==> config.mk <==
export PLATFORM = sky130hd
export DESIGN_NAME = cook_timer_fsm_param
export DESIGN_NICKNAME = d
export VERILOG_FILES = /design/src/rtl/cook_timer_pkg.sv /design/src/rtl/bcd_mmss_down_counter.sv /design/src/rtl/cook_timer_fsm_param.sv
export SDC_FILE = /design/constraint.sdc
export NUM_CORES = 1
export LEC_CHECK = 0
export ABC_AREA = 0
export CELL_PAD_IN_SITES_DETAIL_PLACEMENT = 0
export CELL_PAD_IN_SITES_GLOBAL_PLACEMENT = 2
export CORE_UTILIZATION = 38
export DETAILED_ROUTE_END_ITERATION = 8
export PLACE_DENSITY = 0.91
export RECOVER_POWER = 50
export SYNTH_ARGS = -nofsm -noshare
export SYNTH_HDL_FRONTEND = slang
export SYNTH_HIERARCHICAL = 1
export SYNTH_SLANG_ARGS = --single-unit
==> constraint.sdc <==
create_clock -name clk -period 3.7 [get_ports clk]
set_input_delay 0.74 -clock clk [delete_from_list [all_inputs] [get_ports clk]]
set_output_delay 0.74 -clock clk [all_outputs]
set_load 0.1 [all_outputs]
==> src/rtl/cook_timer_pkg.sv <==
// cook_timer_pkg
//   Shared definitions for the MM:SS cook timer:
//   - 2-bit state encoding presented on state_o (ST_IDLE/RUN/PAUSE/ALARM)
//   - BCD digit type and the all-zero MM:SS constant
//   - bcd2_inc_wrap(): two-digit BCD increment that wraps to 00 past a limit
package cook_timer_pkg;

    localparam logic [1:0] ST_IDLE  = 2'b00;
    localparam logic [1:0] ST_RUN   = 2'b01;
    localparam logic [1:0] ST_PAUSE = 2'b10;
    localparam logic [1:0] ST_ALARM = 2'b11;

    typedef logic [3:0] bcd_digit_t;

    localparam logic [15:0] BCD_ZERO_MMSS = 16'h0000;

    // Increment a two-digit BCD value; a value at (or above) max_val wraps to 00.
    function automatic logic [7:0] bcd2_inc_wrap(input logic [7:0] bcd, input int max_val);
        int         bin;
        logic [7:0] r;
        bin = 10 * int'(bcd[7:4]) + int'(bcd[3:0]);
        if (bin >= max_val)
            r = 8'h00;
        else if (bcd[3:0] == 4'd9)
            r = {bcd[7:4] + 4'd1, 4'd0};
        else
            r = {bcd[7:4], bcd[3:0] + 4'd1};
        return r;
    endfunction

endpackage

==> src/rtl/bcd_mmss_down_counter.sv <==
// bcd_mmss_down_counter
//   Four-digit MM:SS BCD down counter. Seconds borrow from minutes and
//   restart at 59; the counter saturates at 00:00.
// Ports:
//   clk, reset_p      clock, asynchronous active-high reset
//   load_enable       load load_value (has priority over dec_tick)
//   load_value[15:0]  {min10, min1, sec10, sec1}
//   dec_tick          decrement by one second
//   value[15:0]       current {min10, min1, sec10, sec1}
//   is_zero           value == 00:00
module bcd_mmss_down_counter
    import cook_timer_pkg::*;
(
    input  logic        clk,
    input  logic        reset_p,
    input  logic        load_enable,
    input  logic [15:0] load_value,
    input  logic        dec_tick,
    output logic [15:0] value,
    output logic        is_zero
);

    bcd_digit_t min10, min1, sec10, sec1;

    always_ff @(posedge clk or posedge reset_p) begin
        if (reset_p) begin
            min10 <= 4'd0;
            min1  <= 4'd0;
            sec10 <= 4'd0;
            sec1  <= 4'd0;
        end else if (load_enable) begin
            {min10, min1, sec10, sec1} <= load_value;
        end else if (dec_tick) begin
            if (sec1 != 4'd0) begin
                sec1 <= sec1 - 4'd1;
            end else if (sec10 != 4'd0) begin
                sec10 <= sec10 - 4'd1;
                sec1  <= 4'd9;
            end else if (min1 != 4'd0) begin
                min1  <= min1 - 4'd1;
                sec10 <= 4'd5;
                sec1  <= 4'd9;
            end else if (min10 != 4'd0) begin
                min10 <= min10 - 4'd1;
                min1  <= 4'd9;
                sec10 <= 4'd5;
                sec1  <= 4'd9;
            end
        end
    end

    assign value   = {min10, min1, sec10, sec1};
    assign is_zero = (value == BCD_ZERO_MMSS);

endmodule

==> src/rtl/cook_timer_fsm_param.sv <==
// cook_timer_fsm_param
//   MM:SS countdown cook timer: IDLE / RUN / PAUSE / ALARM state machine,
//   internal 1 s tick divider, set-time registers, pause without reload,
//   clear command and alarm auto-clear after ALARM_TIMEOUT_S ticks.
// Parameters:
//   TICK_DIV         clk cycles per 1 s tick
//   MIN_MAX          highest settable minute (1..99)
//   ALARM_TIMEOUT_S  ticks in ALARM before returning to IDLE (0 = never)
// Build option:
//   ALARM_BLINK_EN   defined: alarm_led blinks (TICK_DIV/2 high, then low)
//                    in ALARM; undefined: alarm_led steady high in ALARM
// Ports:
//   clk, reset_p       clock, asynchronous active-high reset
//   start_stop_pulse   start / pause / resume
//   inc_sec_pulse      set seconds +1 (IDLE only)
//   inc_min_pulse      set minutes +1 (IDLE only)
//   clear_pulse        abort to IDLE and zero the set time
//   alarm_off_pulse    acknowledge alarm
//   value[15:0]        {min10, min1, sec10, sec1} BCD
//   state_o[1:0]       00 IDLE, 01 RUN, 10 PAUSE, 11 ALARM
//   running_led        high in RUN
//   alarm_led          alarm indicator
//
// Command inputs are single-cycle pulses with no back-pressure: a pulse is
// consumed on the clk edge where it is high. When several are high together
// only the highest-priority one acts: clear > alarm_off > start_stop >
// inc_min > inc_sec.
module cook_timer_fsm_param
    import cook_timer_pkg::*;
#(
    parameter int TICK_DIV        = 100_000_000,
    parameter int MIN_MAX         = 59,
    parameter int ALARM_TIMEOUT_S = 30
) (
    input  logic        clk,
    input  logic        reset_p,
    input  logic        start_stop_pulse,
    input  logic        inc_sec_pulse,
    input  logic        inc_min_pulse,
    input  logic        clear_pulse,
    input  logic        alarm_off_pulse,
    output logic [15:0] value,
    output logic [1:0]  state_o,
    output logic        running_led,
    output logic        alarm_led
);

    localparam int CNT_W = (TICK_DIV > 1) ? $clog2(TICK_DIV) : 1;
    localparam int AL_W  = (ALARM_TIMEOUT_S > 1) ? $clog2(ALARM_TIMEOUT_S) : 1;
    localparam logic [CNT_W-1:0] TICK_LAST = CNT_W'(TICK_DIV - 1);

    typedef enum logic [1:0] {
        IDLE  = ST_IDLE,
        RUN   = ST_RUN,
        PAUSE = ST_PAUSE,
        ALARM = ST_ALARM
    } state_t;

    state_t           state_q, state_d;
    logic [CNT_W-1:0] tick_q, tick_d;
    logic [AL_W-1:0]  alarm_q, alarm_d;
    logic [7:0]       set_min_q, set_min_d, set_sec_q, set_sec_d;
    logic             cur_load, cur_dec, cur_zero;
    logic [15:0]      cur_value;
    logic             tick_term;
    logic             do_clear, do_aoff, do_ss, do_min, do_sec;

    // One-hot command after priority masking.
    assign do_clear = clear_pulse;
    assign do_aoff  = alarm_off_pulse  & ~do_clear;
    assign do_ss    = start_stop_pulse & ~do_clear & ~alarm_off_pulse;
    assign do_min   = inc_min_pulse    & ~do_clear & ~alarm_off_pulse & ~start_stop_pulse;
    assign do_sec   = inc_sec_pulse    & ~do_clear & ~alarm_off_pulse & ~start_stop_pulse
                                       & ~inc_min_pulse;

    assign tick_term = (tick_q == TICK_LAST);

    always_ff @(posedge clk or posedge reset_p) begin
        if (reset_p) begin
            state_q   <= IDLE;
            tick_q    <= '0;
            alarm_q   <= '0;
            set_min_q <= 8'h00;
            set_sec_q <= 8'h00;
        end else begin
            state_q   <= state_d;
            tick_q    <= tick_d;
            alarm_q   <= alarm_d;
            set_min_q <= set_min_d;
            set_sec_q <= set_sec_d;
        end
    end

    always_comb begin
        state_d   = state_q;
        tick_d    = tick_q;
        alarm_d   = alarm_q;
        set_min_d = set_min_q;
        set_sec_d = set_sec_q;
        cur_load  = 1'b0;
        cur_dec   = 1'b0;
        case (state_q)
            IDLE: begin
                tick_d  = '0;
                alarm_d = '0;
                if (do_clear) begin
                    set_min_d = 8'h00;
                    set_sec_d = 8'h00;
                end else if (do_ss) begin
                    if ({set_min_q, set_sec_q} != BCD_ZERO_MMSS) begin
                        cur_load = 1'b1;
                        state_d  = RUN;
                    end
                end else if (do_min) begin
                    set_min_d = bcd2_inc_wrap(set_min_q, MIN_MAX);
                end else if (do_sec) begin
                    set_sec_d = bcd2_inc_wrap(set_sec_q, 59);
                end
            end
            RUN: begin
                // The divider keeps running on the edge that pauses, so a
                // resume continues one count past where the pause arrived.
                tick_d = tick_term ? '0 : tick_q + 1'b1;
                if (do_clear) begin
                    state_d   = IDLE;
                    tick_d    = '0;
                    set_min_d = 8'h00;
                    set_sec_d = 8'h00;
                end else begin
                    cur_dec = tick_term;
                    // Reaching 00:00 wins over a simultaneous pause request.
                    if ((tick_term && cur_value == 16'h0001) || cur_zero) begin
                        state_d = ALARM;
                        tick_d  = '0;
                        alarm_d = '0;
                    end else if (do_ss) begin
                        state_d = PAUSE;
                    end
                end
            end
            PAUSE: begin
                if (do_clear) begin
                    state_d   = IDLE;
                    tick_d    = '0;
                    set_min_d = 8'h00;
                    set_sec_d = 8'h00;
                end else if (do_ss) begin
                    state_d = RUN;
                end
            end
            ALARM: begin
                tick_d = tick_term ? '0 : tick_q + 1'b1;
                if (tick_term)
                    alarm_d = alarm_q + 1'b1;
                if (do_clear) begin
                    state_d   = IDLE;
                    tick_d    = '0;
                    set_min_d = 8'h00;
                    set_sec_d = 8'h00;
                end else if (do_aoff || do_ss) begin
                    state_d = IDLE;
                    tick_d  = '0;
                end else if ((ALARM_TIMEOUT_S != 0) && tick_term &&
                             (int'(alarm_q) == ALARM_TIMEOUT_S - 1)) begin
                    state_d = IDLE;
                    tick_d  = '0;
                end
            end
            default: state_d = IDLE;
        endcase
    end

    bcd_mmss_down_counter u_cur (
        .clk         (clk),
        .reset_p     (reset_p),
        .load_enable (cur_load),
        .load_value  ({set_min_q, set_sec_q}),
        .dec_tick    (cur_dec),
        .value       (cur_value),
        .is_zero     (cur_zero)
    );

    always_comb begin
        value = BCD_ZERO_MMSS;
        case (state_q)
            IDLE:        value = {set_min_q, set_sec_q};
            RUN, PAUSE:  value = cur_value;
            default:     value = BCD_ZERO_MMSS;
        endcase
    end

    assign state_o     = state_q;
    assign running_led = (state_q == RUN);

`ifdef ALARM_BLINK_EN
    // Tick divider restarts at 0 on ALARM entry, so the first half-period is high.
    localparam int HALF_I = (TICK_DIV / 2 > 0) ? TICK_DIV / 2 : 1;
    localparam logic [CNT_W-1:0] HALF = CNT_W'(HALF_I);
    assign alarm_led = (state_q == ALARM) && (tick_q < HALF);
`else
    assign alarm_led = (state_q == ALARM);
`endif

endmodule

After elaboration in Yosys (flattened, before gate mapping) --
Cells that the tools add are included.
Cells by class: add/subtract/negate cells 12, $mul 2, $lt $le $gt $ge 2, equality and inequality tests 28, multiplexer cells 68, bitwise gates (word level) 14, reductions and logical operators 29
Operator list (number):
- two-way mux 27 bit | 7
- one-hot mux 27 bit (4 select lines) | 1
- two-way mux 8 bit | 12
- two-way mux 4 bit | 23
- one-hot mux 16 bit (2 select lines) | 1
- one-hot mux 8 bit (2 select lines) | 2
- adder 27 x 1 -> 27 bit, second input constant | 1
- equality test 27 bit, second input constant | 1
- two-way mux 2 bit | 11
- nonzero test 4 bit | 5
- adder 8 x 4 -> 9 bit | 2
- >= comparator 9 x 6 -> 1 bit, second input constant | 2
- adder 4 x 1 -> 4 bit, second input constant | 4
- equality test 16 x 1 -> 1 bit, second input constant | 1
- zero test 16 bit | 1
- != test 2 bit, second input constant | 8
- AND reduction 4 bit | 4
- nonzero test 16 bit | 1
- subtractor 4 x 1 -> 4 bit, second input constant | 4
- two-way mux 5 bit | 3
- != test 3 bit, second input constant | 5
- one-hot mux 5 bit (3 select lines) | 1
- multiplier 3 x 4 -> 7 bit, first input constant | 2
- AND 1 bit | 10
- other kinds (23) | 43
Storage, ports and cells: register bits after elaboration 66, input port bits 7, output and inout bits 20, logic and storage cells 166

Logic depth before layout (Yosys ltp) --
Gate-level depths: netlist of run 1.
depth in word-level cells 10, gate-level depth with buffers 11, mapped depth without buffers 10

By module --
The synthesis of run 1 kept the hierarchy.
Modules (own cells, without submodules):
- cook_timer_fsm_param | instances 1, cells each 458, area each 3898.7 µm², seq. area each 1251.2 µm²
- bcd_mmss_down_counter | instances 1, cells each 113, area each 962.2 µm², seq. area each 400.4 µm²

Least setup slack after synthesis of run 1 --
Ideal clock, no wire load.
path kind reg2out, from reg state_q[0] (netlist: state_o[0]), to out value[0], data arrival time 3.342 ns, required time 2.960 ns, setup slack -0.382 ns, cell stages (with the launch flop) 5, path buffers 2, path through dfrtp_1 ha_1 clkbuf_1 buf_1 nor2_1
On the way: word-level cells in the longest chain between the ends 3, elaborated cells between the ends (all ways) 5, those cells by class 2 x eq/ne; 1 x mux; 2 x reduce/logical
RTL lines:
- from (decl) | line cook_timer_fsm_param.sv:59 | state_t state_q, state_d;
- from (signal assigned) | line cook_timer_fsm_param.sv:86 | state_q <= state_d;
- equality test 2 x 1 -> 1 bit or equality test 2 bit (tied branches) | line cook_timer_fsm_param.sv:185 | case (state_q)
- OR reduction 2 bit | line cook_timer_fsm_param.sv:185
- one-hot mux 16 bit (2 select lines) * | line cook_timer_fsm_param.sv:185
- to (decl) | line cook_timer_fsm_param.sv:42 | output logic [15:0] value,
Every way passes the cells marked *; elsewhere a longest branch is shown, timed or not.

Worst setup path after layout of run 1 --
from reg tick_q[0], to reg u_cur.sec10[2]
On the way: word-level cells in the longest chain between the ends 5
RTL lines:
- from (decl) | line cook_timer_fsm_param.sv:60 | logic [CNT_W-1:0] tick_q, tick_d;
- from (signal assigned) | line cook_timer_fsm_param.sv:87 | tick_q <= tick_d;
- equality test 27 bit | line cook_timer_fsm_param.sv:76 | assign tick_term = (tick_q == TICK_LAST);
- two-way mux 1 bit | line cook_timer_fsm_param.sv:124 | if (do_clear) begin
- two-way mux 1 bit | line cook_timer_fsm_param.sv:102 | case (state_q)
- named net cur_dec | line cook_timer_fsm_param.sv:63 | logic cur_load, cur_dec, cur_zero;
- nonzero test 2 bit (no line)
- AND reduction 3 bit (no line)
- to (signal assigned) | line bcd_mmss_down_counter.sv:32 | {min10, min1, sec10, sec1} <= load_value;
- to (signal assigned) | line bcd_mmss_down_counter.sv:37 | sec10 <= sec10 - 4'd1;
- to (decl) | line bcd_mmss_down_counter.sv:23 | bcd_digit_t min10, min1, sec10, sec1;
The timed path passes the listed nets, and every way through them passes these cells. A chain may end at the register's enable or synchronous reset.

==> impl_metrics.py, run 1 <==
metrics = {
    "synth": {
        "synthTopCellsByArea": "dfrtp_1 (34%), ha_1 (8.5%), o21ai_0 (5.3%), nor2_1 (3.6%), nand2_1 (3.2%)",
        "synthAdderAreaFrac": 0.101,
        "synth_edf_count": 0,
        "synth_top_cell_by_area": "dfrtp_1",
        "synth_flop_cell": "dfrtp_1",
        "yosys.area_share.simple": 0.252,
        "synthTopCellsByCount": "dfrtp_1 (66), o21ai_0 (51), nor2_1 (46)",
        "async_reset_ff_frac": 1.00,
        "ys_types": 75,
        "syn-instance-count": 571,
        "avgSynthCellArea_um2": 8.51,
        "synth_mux_area_frac": 0.0149,
        "synth_top_family_by_area": "simple AND/OR/NAND/NOR gates",
        "synth-xor-area-share": 0.0108,
        "ys_seq_area_frac": 0.340,
        "syn_area_um2": 4860,
        "ys_ff_latch": 66,
        "synth_compound_area_frac": 0.229,
        "synthMostInstantiatedCell": "dfrtp_1",
        "synth_top_area_share": 0.340,
        "yosys_warnings": 6,
        "syn_nets": 615,
    },
    "critical_path": {
        "rr_worst_depth": 8,
        "cp_max_fo": 8,
        "worstReg2RegStart": "tick_q[0]$_DFFE_PP0N_",
        "critPathLaunchType": "flip-flop",
        "slowest_stage": "or4b_4",
        "path_cells": "ha_1 > and4_1 > nand4_1 > nor3_1 > or4b_4 > or4_4 > or3b_1 > a2bb2oi_1",
        "ff2ff_setup_slack_ns": 0.36,
        "cp_num_buf_inv": 0,
        "crit_path_end_kind": "flip-flop",
        "crit_type": "flip-flop to flip-flop",
        "worstPathArrival_ns": 3.60,
        "path_delay_family": "simple AND/OR/NAND/NOR gates",
        "max_stage_delay_ns": 0.54,
        "required_ns": 3.95,
        "r2r-end": "u_cur/sec10[2]$_DFFE_PP0P_",
    },
    "final_layout": {
        "drive_gt1_frac": 0.113,
        "utilization": 0.458,
        "diodes": 0,
        "fin_nets": 647,
        "stdcell_area_um2": 5620,
        "syn_to_final_growth_pct": 15.6,
        "fillers": 1211,
    },
    "clocking": {
        "htreeDepth": 3,
        "insertion_delay_ns": 0.33,
        "cts_tree": "done",
        "cts_root_buf": "clkbuf_16",
        "clockBufferDepth": 2,
        "clkTransAtPathRegs_ns": 0.06,
        "clock-sinks": 66,
        "postCtsHoldBufs": 0,
        "post_cts_resized": 0,
        "numCtsBuffers": 9,
        "postCtsSetupBuffers": 0,
    },
    "floorplanning": {
        "start_util": 0.396,
        "core_area_um2": 12300,
        "fp.dieW_um": 115,
        "num_io_pins": 27,
        "row_count": 40,
        "die_area_um2": 13200,
        "dieHeight_um": 115,
    },
    "power": {
        "p_leak_uw": 0.00240,
        "vdd_drop_max_mv": 0.419,
        "power_density_nw_per_um2": 644,
        "power.total_uw": 3620,
    },
    "route": {
        "first_pass_iters": 5,
        "drt.antenna.violating_nets": 0,
        "viasPerCell": 5.76,
        "routedWlPerCell_um": 17.0,
        "via_count": 4468,
        "drtIter0Drc": 278,
        "wirelength_mm": 13.2,
        "drc": 0,
    },
    "place": {
        "post_dp_cell_area_um2": 5320,
        "port-buffer-count": 26,
        "place_ws_ns": 0.427,
        "place_congestion": 0.833,
        "hpwl_mm": 9.38,
    },
    "grt": {
        "grt_pass1_vias": 4358,
        "antenna_found_initial": 0,
        "grt_pass1_wl_mm": 22.3,
        "grt_use_total": 0.216,
        "grt_overflow": 0,
        "grt_max_degree": 44,
    },
    "timing": {
        "finalMaxSlewViolations": 0,
        "rsz0062_at_grt": "false",
        "slew_headroom": 0.227,
        "finalCritPeriodShare": 0.903,
        "hold_viol_final": 0,
        "max_freq_ghz": 0.299,
        "tightest_slew_ns": 1.16,
        "final.setup.tns_ns": 0,
        "worst_slack_ns": 0.358,
        "period_needed_ns": 3.34,
        "finalClockSkew_ns": 0.00616,
        "setup_violations": 0,
    },
    "worst_hold_path": {
        "hold_depth": 1,
        "hold_path.class": "flip-flop to flip-flop",
        "min_from": "alarm_q[4]$_DFFE_PP0P_",
        "min_to": "alarm_q[4]$_DFFE_PP0P_",
    },
    "outcome": {
        "status": "complete, no violations",
    },
    "job": {
        "maxCapViolCount": 0,
    },
}
## flip-flops by register name (all words and copies together), names as in the netlist
name / cells
tick_q: 27
u_cur/min1: 4
u_cur/sec1: 4
set_min_q: 8
set_sec_q: 8
u_cur/min10: 4
state_o: 2
alarm_q: 5
u_cur/sec10: 4
## worst max-delay path by stage
stage / start / endpoint / slack [ns] / cells after the start
finish: tick_q[0]$_DFFE_PP0N_ / u_cur/sec10[2]$_DFFE_PP0P_ / 0.36 / 8
global route: tick_q[0]$_DFFE_PP0N_ / u_cur/sec10[2]$_DFFE_PP0P_ / 0.20 / 8
CTS: set_min_q[5]$_DFFE_PP0P_ / set_min_q[2]$_DFFE_PP0P_ / 0.40 / 10
detailed placement: set_min_q[5]$_DFFE_PP0P_ / set_min_q[2]$_DFFE_PP0P_ / 0.43 / 10
global placement: clear_pulse / u_cur/sec10[2]$_DFFE_PP0P_ / 0.50 / 7
floorplan: state_o[0]$_DFFE_PP0P_ / value[0] / -0.38 / 4
## through the flow
| step | cells | hold slack (ns) |
|---|---|---|
| 2_1_floorplan | 571 | 0.442 |
| 3_3_place_gp | 760 | 0.487 |
| 3_5_place_dp | 760 | 0.489 |
| 4_1_cts | 776 | 0.506 |
| 5_1_grt | 776 | 0.529 |
| 6_report | 776 | 0.506 |
## cell usage in the layout (no fill, tap or decap), drive strengths merged, types with 26 or more instances in the layout
| cell | Yosys | routed |
|---|---|---|
| dfrtp | 66 | 66 |
| o21ai | 52 | 52 |
| nor2 | 47 | 47 |
| nand2 | 44 | 44 |
| inv | 40 | 40 |
| ha | 33 | 33 |
| buf | 7 | 33 |
| a21oi | 29 | 29 |
| nand3 | 26 | 26 |
## cells by family after synthesis
| kind of cell | Yosys count |
|---|---|
| AND/OR/NAND/NOR | 224 |
| AO/OA/AOI/OAI | 168 |
| flip-flops | 66 |
| buffers and inverters | 63 |
| adder cells (fa/ha/maj) | 37 |
| multiplexers | 7 |
| XOR/XNOR | 6 |
## worst reg2reg max path: cells and delay by family, from the launching register on
kind / cells / cell delay [ns]
AND/OR/NAND/NOR: 6 / 2.51
flip-flops: 1 / 0.39
adder cells (fa/ha/maj): 1 / 0.22
AO/OA/AOI/OAI: 1 / 0.16
## report_power, final
group | switching, uW | leakage [uW] | total [uW] | internal (uW)
registers | 183 | 0.000901 | 1000 | 818
logic | 1250 | 0.00134 | 1710 | 460
clock network | 312 | 0.000156 | 908 | 596
total | 1740 | 0.00240 | 3620 | 1870
## per-layer routing
layer,vias up,global-route usage,share of wire
li1,2192,-,-
met1,2153,0.303,0.49
met2,112,0.343,0.46
met3,11,0.0369,0.039
met4,0,0.0615,0.011
met5,-,0,0
## layout make-up
class                   instances  area [um2]  area share
multi-input cells             442        2950       0.525
flip-flops and latches         66        1650       0.294
repair buffers                 44         340      0.0606
clock buffers                  15         288      0.0512
well taps                     168         210      0.0374
inverters                      40         150      0.0267
clock inverters                 1        30.0     0.00534
No activity file was read; power rests on OpenSTA's default activity.
==> run 2: changes to the inputs <==
ABC_CLOCK_PERIOD_IN_PS = 3700   (was not set)
GPL_ROUTABILITY_DRIVEN = 0   (was not set)
==> results of run 2 <==
The final DEF is identical to that of run 1; final timing and power are the same.
==> run 3: changes to the inputs <==
CORE_UTILIZATION = 30   (was 38)
PLACE_DENSITY = 0.76   (was 0.91)
SETUP_SLACK_MARGIN = 0.2   (was not set)
==> run 3 against run 2 <==
First-iteration DRC count grew 27%. Via count increased by 2.5%. Clock skew grew 0.0033 ns. Non-clock buffer count rose by 5. Clock-buffer cell count shrank 4. Die area increased by 26%. Wire length increased by 11%. Critical endpoint is now set_min_q[2]$_DFFE_PP0P_. Largest cell class unchanged.
==> impl_metrics.py, run 3 (same netlist as run 1, synthesis figures left out) <==
metrics = {
    "route": {
        "first_pass_iters": 5,
        "drc": 0,
        "viasPerCell": 5.52,
        "routedWlPerCell_um": 17.6,
        "via_count": 4578,
        "drt.antenna.violating_nets": 0,
        "wirelength_mm": 14.6,
        "drtIter0Drc": 353,
    },
    "clocking": {
        "cts_root_buf": "clkbuf_16",
        "cts_tree": "done",
        "postCtsHoldBufs": 0,
        "htreeDepth": 3,
        "insertion_delay_ns": 0.34,
        "clockBufferDepth": 2,
        "clkTransAtPathRegs_ns": 0.06,
        "postCtsSetupBuffers": 0,
        "numCtsBuffers": 9,
        "clock-sinks": 66,
    },
    "floorplanning": {
        "num_io_pins": 27,
        "die_area_um2": 16700,
        "dieHeight_um": 129,
        "row_count": 46,
        "fp.dieW_um": 129,
        "core_area_um2": 15800,
        "start_util": 0.307,
    },
    "place": {
        "post_dp_cell_area_um2": 5470,
        "port-buffer-count": 26,
        "hpwl_mm": 10.4,
        "place_ws_ns": 0.276,
    },
    "timing": {
        "worst_slack_ns": 0.406,
        "rsz0062_at_grt": "false",
        "tightest_slew_ns": 1.31,
        "setup_violations": 0,
        "max_freq_ghz": 0.304,
        "hold_viol_final": 0,
        "finalClockSkew_ns": 0.00947,
        "slew_headroom": 0.128,
        "final.setup.tns_ns": 0,
        "finalMaxSlewViolations": 0,
        "period_needed_ns": 3.29,
        "finalCritPeriodShare": 0.890,
    },
    "grt": {
        "grt_use_total": 0.184,
        "grt_max_degree": 32,
        "grt_overflow": 0,
        "grt_pass1_wl_mm": 23.7,
        "grt_pass1_vias": 4440,
        "antenna_found_initial": 0,
    },
    "power": {
        "vdd_drop_max_mv": 0.573,
        "p_leak_uw": 0.00243,
        "power_density_nw_per_um2": 641,
    },
    "worst_hold_path": {
        "hold_path.class": "flip-flop to flip-flop",
    },
    "final_layout": {
        "largest_register": "tick_q",
        "syn_to_final_growth_pct": 18.4,
        "stdcell_area_um2": 5750,
        "multi_input_area_um2": 3000,
        "reg.largest.list": "tick_q: 27 flops, set_min_q: 8 flops, set_sec_q: 8 flops",
        "diodes": 0,
        "drive_gt1_frac": 0.147,
        "largest_reg_flops": 27,
        "fin_nets": 652,
        "final_common_cell": "dfrtp_1",
        "fillers": 1653,
        "seqCellArea_um2": 1650,
        "final_cell_mix": "dfrtp_1 (65), o21ai_0 (51), nand2_1 (41)",
    },
    "outcome": {
        "status": "complete, no violations",
    },
    "critical_path": {
        "worstPathArrival_ns": 3.55,
        "crit_type": "flip-flop to flip-flop",
        "cp_max_fo": 8,
        "critPathLaunchType": "flip-flop",
        "required_ns": 3.95,
        "crit_path_end_kind": "flip-flop",
    },
    "job": {
        "maxCapViolCount": 0,
    },
}
run 3: changes by cell type in the layout (fill, tap and decap cells not counted), sizes merged:
cell	delta
buf	+4
clkbuf	-3
clkinv	+3
bufinv	+1
clkdlybuf4s50	-1
dlygate4sd3	+1
run 3: worst paths after layout:
kind | startpoint | to | slack, ns | depth (start not counted)
min in group asynchronous | reset_p | u_cur/min10[0]$_DFFE_PP0P_ | 0.99 | 2
max reg2reg | set_min_q[5]$_DFFE_PP0P_ | set_min_q[2]$_DFFE_PP0P_ | 0.41 | 10
min | tick_q[7]$_DFFE_PP0N_ | tick_q[7]$_DFFE_PP0N_ | 0.49 | 1
min reg2reg | tick_q[7]$_DFFE_PP0N_ | tick_q[7]$_DFFE_PP0N_ | 0.49 | 1
max in group asynchronous | reset_p | set_min_q[0]$_DFFE_PP0P_ | 0.74 | 3
max | set_min_q[5]$_DFFE_PP0P_ | set_min_q[2]$_DFFE_PP0P_ | 0.41 | 10
run 3: per-layer routing:
| metal | GRT usage | up-vias | wire (um) |
|---|---|---|---|
| li1 | - | 2205 | - |
| met5 | 0 | - | 0 |
| met3 | 0.0293 | 20 | 532 |
| met2 | 0.302 | 94 | 6930 |
| met1 | 0.245 | 2259 | 6910 |
| met4 | 0.0616 | 0 | 246 |
run 3: cell type report:
type | instances | share of cell area
clock buffer | 11 | 0.0404
multi-input combinational | 442 | 0.521
timing repair buffer | 49 | 0.0648
clock inverter | 5 | 0.0137
sequential | 66 | 0.287
inverter | 40 | 0.0261
tap | 216 | 0.0470
run 3: worst max-delay path, cell delays in order, from the launching register on:
cell and delay, ns:
dfrtp_1 0.50, ha_1 0.34, ha_1 0.21, inv_1 0.07, fa_1 0.46, nand3b_1 0.23, or4_1 0.42, a21o_1 0.21
a211oi_4 0.39, nand2_1 0.18, o22ai_1 0.20
run 3: what timing repair did:
item / 4_1_cts / 5_1_grt
endpoints found under the setup margin: 0 / 1
hold endpoints to repair: 0 / 0
resized for setup: 0 / 0
run 3: where the power goes:
group          switching, uW  internal, uW
sequential               185           819
combinational           1280           475
clock                    344           590
run 3: stage by stage:
step | total power (uW) | hold slack (ns) | cells | util
6_report | 3690 | 0.494 | 829 | 0.364
5_1_grt | 3870 | 0.517 | 829 | 0.364
4_1_cts | 3710 | 0.498 | 829 | 0.365
3_5_place_dp | 2770 | 0.490 | 813 | 0.346
3_3_place_gp | 2760 | 0.484 | 813 | 0.346
2_1_floorplan | 2320 | 0.442 | 571 | -
